--- config.mk ---
export PLATFORM = sky130hd
export DESIGN_NAME = sun_pll_lockdet
export DESIGN_NICKNAME = d
export VERILOG_FILES = /design/src/rtl/sun_pll_lockdet.sv
export SDC_FILE = /design/constraint.sdc
export NUM_CORES = 1
export LEC_CHECK = 0
export ABC_CLOCK_PERIOD_IN_PS = 2800
export BUFFER_PORTS_ARGS = -buffer_cell sky130_fd_sc_hd__buf_2
export CAP_MARGIN = 20
export CORE_ASPECT_RATIO = 0.9
export CORE_MARGIN = 3
export CORE_UTILIZATION = 40
export DETAILED_ROUTE_END_ITERATION = 12
export PLACE_DENSITY = 0.65
export SYNTH_ARGS = -nofsm -noshare
export SYNTH_HDL_FRONTEND = slang
export SYNTH_SLANG_ARGS = --single-unit
--- constraint.sdc ---
create_clock -name CK -period 2.8 [get_ports CK]
set_input_delay 0.42 -clock CK [delete_from_list [all_inputs] [get_ports CK]]
set_output_delay 0.42 -clock CK [all_outputs]
set_load 0.005 [all_outputs]
--- src/rtl/sun_pll_lockdet.sv ---
// rtl/sun_pll_lockdet.sv - PLL frequency lock detector counting CK cycles per CK_REF period
// Optional unlock hysteresis: define SUN_PLL_LOCKDET_HYST_EN.
module sun_pll_lockdet #(
   parameter int DIV_RATIO  = 128,
   parameter int TOL        = 2,
   parameter int LOCK_CNT   = 4,
   parameter int UNLOCK_CNT = 2,
   parameter int CNT_W      = 9
) (
   input  logic             CK,
   input  logic             PWRUP_1V8,
   input  logic             CK_REF,
   output logic             LOCK,
   output logic [CNT_W-1:0] FCNT,
   output logic             FCNT_VLD
);
   localparam int                GOOD_W   = $clog2(LOCK_CNT + 1);
   localparam logic [CNT_W-1:0]  CNT_MAX  = {CNT_W{1'b1}};
   localparam logic [CNT_W-1:0]  WIN_LO   = CNT_W'(DIV_RATIO - TOL);
   localparam logic [CNT_W-1:0]  WIN_HI   = CNT_W'(DIV_RATIO + TOL);
   localparam logic [GOOD_W-1:0] GOOD_MAX = GOOD_W'(LOCK_CNT);

   typedef enum logic [1:0] {IDLE, ACQ, LOCKED} state_t;

   state_t            r_state, w_state_nxt;
   logic              r_sync1, r_sync2, r_dly;
   logic [CNT_W-1:0]  r_cnt, w_cnt_nxt;
   logic [GOOD_W-1:0] r_good, w_good_nxt;
   logic              r_lock, w_lock_nxt;
   logic [CNT_W-1:0]  r_fcnt;
   logic              r_fcnt_vld;
   logic              w_ref_rise, w_running, w_sat_hit, w_good_win;

`ifdef SUN_PLL_LOCKDET_HYST_EN
   localparam int                BAD_W   = $clog2(UNLOCK_CNT + 1);
   localparam logic [BAD_W-1:0]  BAD_MAX = BAD_W'(UNLOCK_CNT);
   logic [BAD_W-1:0]  r_bad, w_bad_nxt;
`endif

   assign w_ref_rise = r_sync2 & ~r_dly;
   assign w_running  = (r_state != IDLE);
   // Fires once, on the cycle the counter steps onto its saturated value.
   assign w_sat_hit  = w_running && !w_ref_rise && (r_cnt == CNT_MAX - 1'b1);
   assign w_good_win = (r_cnt >= WIN_LO) && (r_cnt <= WIN_HI) && (r_cnt != CNT_MAX);

   always_comb begin
      w_cnt_nxt = r_cnt;
      if (w_ref_rise)
         w_cnt_nxt = CNT_W'(1);
      else if (w_running && (r_cnt != CNT_MAX))
         w_cnt_nxt = r_cnt + 1'b1;
   end

   always_comb begin
      w_state_nxt = r_state;
      w_good_nxt  = r_good;
      w_lock_nxt  = r_lock;
`ifdef SUN_PLL_LOCKDET_HYST_EN
      w_bad_nxt   = r_bad;
`endif
      case (r_state)
         IDLE: begin
            if (w_ref_rise)
               w_state_nxt = ACQ;
         end
         ACQ: begin
            if (w_sat_hit) begin
               w_good_nxt = '0;
               w_lock_nxt = 1'b0;
`ifdef SUN_PLL_LOCKDET_HYST_EN
               w_bad_nxt  = '0;
`endif
            end else if (w_ref_rise) begin
               if (!w_good_win)
                  w_good_nxt = '0;
               else if (r_good >= GOOD_MAX - 1'b1) begin
                  w_good_nxt  = GOOD_MAX;
                  w_state_nxt = LOCKED;
                  w_lock_nxt  = 1'b1;
               end else
                  w_good_nxt = r_good + 1'b1;
            end
         end
         LOCKED: begin
            if (w_sat_hit) begin
               w_state_nxt = ACQ;
               w_good_nxt  = '0;
               w_lock_nxt  = 1'b0;
`ifdef SUN_PLL_LOCKDET_HYST_EN
               w_bad_nxt   = '0;
`endif
            end else if (w_ref_rise) begin
`ifdef SUN_PLL_LOCKDET_HYST_EN
               if (w_good_win)
                  w_bad_nxt = '0;
               else if (r_bad >= BAD_MAX - 1'b1) begin
                  w_state_nxt = ACQ;
                  w_good_nxt  = '0;
                  w_bad_nxt   = '0;
                  w_lock_nxt  = 1'b0;
               end else
                  w_bad_nxt = r_bad + 1'b1;
`else
               if (!w_good_win) begin
                  w_state_nxt = ACQ;
                  w_good_nxt  = '0;
                  w_lock_nxt  = 1'b0;
               end
`endif
            end
         end
         default: begin
            w_state_nxt = IDLE;
            w_good_nxt  = '0;
            w_lock_nxt  = 1'b0;
         end
      endcase
   end

   always_ff @(posedge CK or negedge PWRUP_1V8) begin
      if (!PWRUP_1V8) begin
         r_sync1    <= 1'b0;
         r_sync2    <= 1'b0;
         r_dly      <= 1'b0;
         r_cnt      <= '0;
         r_state    <= IDLE;
         r_good     <= '0;
         r_lock     <= 1'b0;
         r_fcnt     <= '0;
         r_fcnt_vld <= 1'b0;
      end else begin
         r_sync1    <= CK_REF;
         r_sync2    <= r_sync1;
         r_dly      <= r_sync2;
         r_cnt      <= w_cnt_nxt;
         r_state    <= w_state_nxt;
         r_good     <= w_good_nxt;
         r_lock     <= w_lock_nxt;
         r_fcnt_vld <= w_ref_rise && w_running;
         if (w_ref_rise && w_running)
            r_fcnt <= r_cnt;
      end
   end

`ifdef SUN_PLL_LOCKDET_HYST_EN
   always_ff @(posedge CK or negedge PWRUP_1V8) begin
      if (!PWRUP_1V8)
         r_bad <= '0;
      else
         r_bad <= w_bad_nxt;
   end
`endif

   assign LOCK     = r_lock;
   assign FCNT     = r_fcnt;
   assign FCNT_VLD = r_fcnt_vld;
endmodule
==> results.md <==
* Initial antenna violation count at 0
* Final Hold Vio Count at 0
* Rows at 19
* Fmax at about 420 MHz
* Share of the synthesized area in the top cell type at between 50% and 60%
* Leakage power at ~0.7 nW
* Htree depth at 1
* Synth Instances at about 130
* Final Max Slew Viols at 0
* Portion of total power attributed to sequential cells at ~56%
* Portion of the clock cycle consumed by the worst path in the final layout at ~85%
* Share of flip-flops with an asynchronous set or reset after synthesis at between 90% and 100%
* EDFF count, synth at 0
* Post-detailed-placement half-perimeter wirelength at 1.73 mm
* Post-Route Utilization at approximately half
* Arrival time of the worst setup path at 2.53 ns
* Relative contribution of combinational cells to total power at 17.2%
* Die area at around 0.0041 mm²
* Total negative setup slack at 0 ns
* Average detailed-routed wire length per instance at approximately 13 µm
* Number of filler instances in the final layout at around 300
* Maximum number of pins on one net before global-route repair at 29
* Number of buffers inserted during clock tree synthesis at 3
* CTS resizes at 0
* Fraction of layout instances using a drive strength above 1 at ~25%
* Final clock skew at around 0.0025 ns
* Sink count of the clock tree at 28
* Slowest cell delay on critical path at 0.49 ns
* Most common library cell in the layout ignoring fill and taps: sky130_fd_sc_hd__dfrtp_1
* Count of cell types in the netlist at 34
* Reported max-cap violation count at 0
* Post-synthesis sequential area ratio at approximately half
* Cell family contributing the most delay on the critical path: simple AND/OR/NAND/NOR gates
* Via/cell ratio at between 5 and 6
* RSZ-0062 raised after global routing: false
* Kind of capture point of the worst setup path: flip-flop
* # IOs at 14
* Total congestion overflow after global routing at 0
* Syn_area_per_cell at 10.9 µm²
* Minimum clock period after layout at 2.37 ns
* Critical Path Fanout Max at 8
* Total core area at ~0.0032 mm²
* Clock power frac at between 20% and 30%
* Cells along the critical path: and4_4, and4_1, ha_1, nor4_1, nand3_2, a21oi_4, o21ai_2, mux2_4
* Cell with the biggest individual delay on the critical path: sky130_fd_sc_hd__dfrtp_1
* Count of antenna-violating nets left after detailed routing at 0
* Max VDD drop at about 0.45 mV
* WS Path Type: reg2reg
* HP Class: in2async
* First-pass GRT wire length at 4.11 mm
* Total setup buffers inserted after CTS at 0
* First-pass DRT Iterations at 4
* CTS tree: built
* Die boundary height at just over 60 µm
* Worst-case headroom to the max-slew limit at between 50% and 60%
* Routed via count at 950
* Flip-flop and latch count after synthesis at 28
* Startpoint type of the worst setup path: flip-flop
* Net total in the final layout at approximately 150
* Port Buffers at 13
* Drt total wl at between 2 and 2.5 mm
* Most used flip-flop cell after synthesis: sky130_fd_sc_hd__dfrtp_1
* Net switching power figure at between 0.2 and 0.3 mW
* Maximum root-to-sink buffer count at 2
* Horizontal die dimension at a little under 70 µm
* Drc violations at 0
* Setup violation total in the final timing report at 0
* FF-to-FF Start: r_cnt[2]
* Effective utilization at floorplan at a little over two fifths
* Root buffer selected by CTS: sky130_fd_sc_hd__clkbuf_8
* Required time at the endpoint of the critical path at about 3.0 ns
* Reg2Reg Setup Slack at about 0.43 ns
* Routability Congestion at slightly above 0.9
* Insertion delay to the later sink of the worst-skew pair at between 0.2 and 0.3 ns
* Number of warning messages in the yosys log at 0
* Worst-Margin Slew at between 0.7 and 0.8 ns
* Vias in the first global route at between 800 and 900
* Diodes inserted at 0
* Clock-pin transition on the worst setup and hold timing paths at 0.09 ns
* Area growth, synth to finish at 12.0%
* Worst path buffer plus inverter count at 0
* Synthesized Nets at 133
* Area leader, netlist: sky130_fd_sc_hd__dfrtp_1
* Outcome: completed
* All-layer global routing usage at a little over an eighth
* Worst R2R End: r_good[2]
* Post-synthesis cell area at between 0.001 and 0.0015 mm²
* Post-CTS Hold Fix Bufs at 0
* Count of routing violations after the opening detailed-route iteration at 12
* Areal power density over the cells at 601 mW/mm²
* Power Internal at 0.660 mW
* Cell count of the worst reg-to-reg path at 8
* Highest-count cells in the layout ignoring fill and taps: 28 x sky130_fd_sc_hd__dfrtp_1, 13 x sky130_fd_sc_hd__buf_2, 11 x sky130_fd_sc_hd__nor2_1, 10 x sky130_fd_sc_hd__nand2_1, 9 x sky130_fd_sc_hd__mux2_2
* Switching share of total power at between 20% and 30%
* Top cells by area, synth: sky130_fd_sc_hd__dfrtp_1 51%, sky130_fd_sc_hd__mux2_2 7.4%, sky130_fd_sc_hd__ha_1 4.6%
[how the worst max path moves through the flow]
stage / startpoint / to / slack (ns) / depth (start not counted)
after floorplan: r_cnt[2] / r_good[2] / 0.61 / 9
after global placement: r_cnt[2] / r_good[2] / 0.57 / 8
after detailed placement: r_cnt[2] / r_good[2] / 0.48 / 8
after CTS: r_cnt[2] / r_good[2] / 0.45 / 8
after global routing: r_cnt[2] / r_good[2] / 0.30 / 8
final: r_cnt[2] / r_good[2] / 0.43 / 8
[Yosys cell counts (2+ instances only)]
master	number
sky130_fd_sc_hd__dfrtp_1	28
sky130_fd_sc_hd__nor2_1	11
sky130_fd_sc_hd__nand2_1	10
sky130_fd_sc_hd__mux2_2	9
sky130_fd_sc_hd__a21oi_1	6
sky130_fd_sc_hd__nand4_1	6
sky130_fd_sc_hd__xor2_1	6
sky130_fd_sc_hd__ha_1	5
sky130_fd_sc_hd__inv_1	5
sky130_fd_sc_hd__o21ai_0	5
sky130_fd_sc_hd__nor2b_1	4
sky130_fd_sc_hd__nor3_1	4
sky130_fd_sc_hd__clkbuf_1	3
sky130_fd_sc_hd__a211oi_1	2
sky130_fd_sc_hd__nand3_1	2
[kinds of logic after synthesis]
logic type,count (synthesis),synth area share [%]
DFF,28,51.4
xor gates and xnor gates,7,4.50
buffers and inverters,9,2.57
AOI/OAI and AO/OA,21,10.7
adders and majority gates,5,4.59
and+or+nand+nor,45,17.7
muxes,10,8.53
[stage by stage]
step	hold WS (ns)	power (mW)	worst slack, ns	cells	cell area (µm²)
after global routing	0.194	0.978	0.303	181	1530
after floorplan	0.124	0.619	0.614	125	1360
final	0.150	0.918	0.432	181	1530
after global placement	0.344	0.672	0.569	177	1470
after detailed placement	0.342	0.681	0.485	177	1470
after CTS	0.172	0.930	0.453	181	1530
[layer usage]
| layer | GRT usage, % | share of wire [%] | vias to the layer above |
|---|---|---|---|
| met3 | 4.01 | 3.6 | 6 |
| li1 | - | - | 469 |
| met2 | 19.6 | 42 | 14 |
| met4 | 5.20 | 1.9 | 0 |
| met5 | 0 | 0 | - |
| met1 | 18.6 | 52 | 461 |
[power groups by stage]
stage	clock [mW]	combinational [mW]	sequential [mW]
after floorplan	0	0.115	0.504
after global placement	0	0.154	0.518
after detailed placement	0	0.155	0.525
after CTS	0.252	0.160	0.517
after global routing	0.269	0.181	0.528
final	0.243	0.158	0.517
[state kept, by name, indices dropped and copies added, names as in the netlist]
name and count:
r_sync2 1, r_dly 1, r_cnt 9, FCNT_VLD 1
r_good 3, r_sync1 1, FCNT 9, r_state 2
LOCK 1
[final cells by class]
type	instances	area (µm²)	area share, %
inverter	5	18.8	1.23
clock buffer	4	55.1	3.60
multi-input combinational	88	628	41.1
sequential	28	701	45.9
tap	42	52.6	3.44
timing repair buffer	14	72.6	4.75
Power figures use the tool's default switching activity.
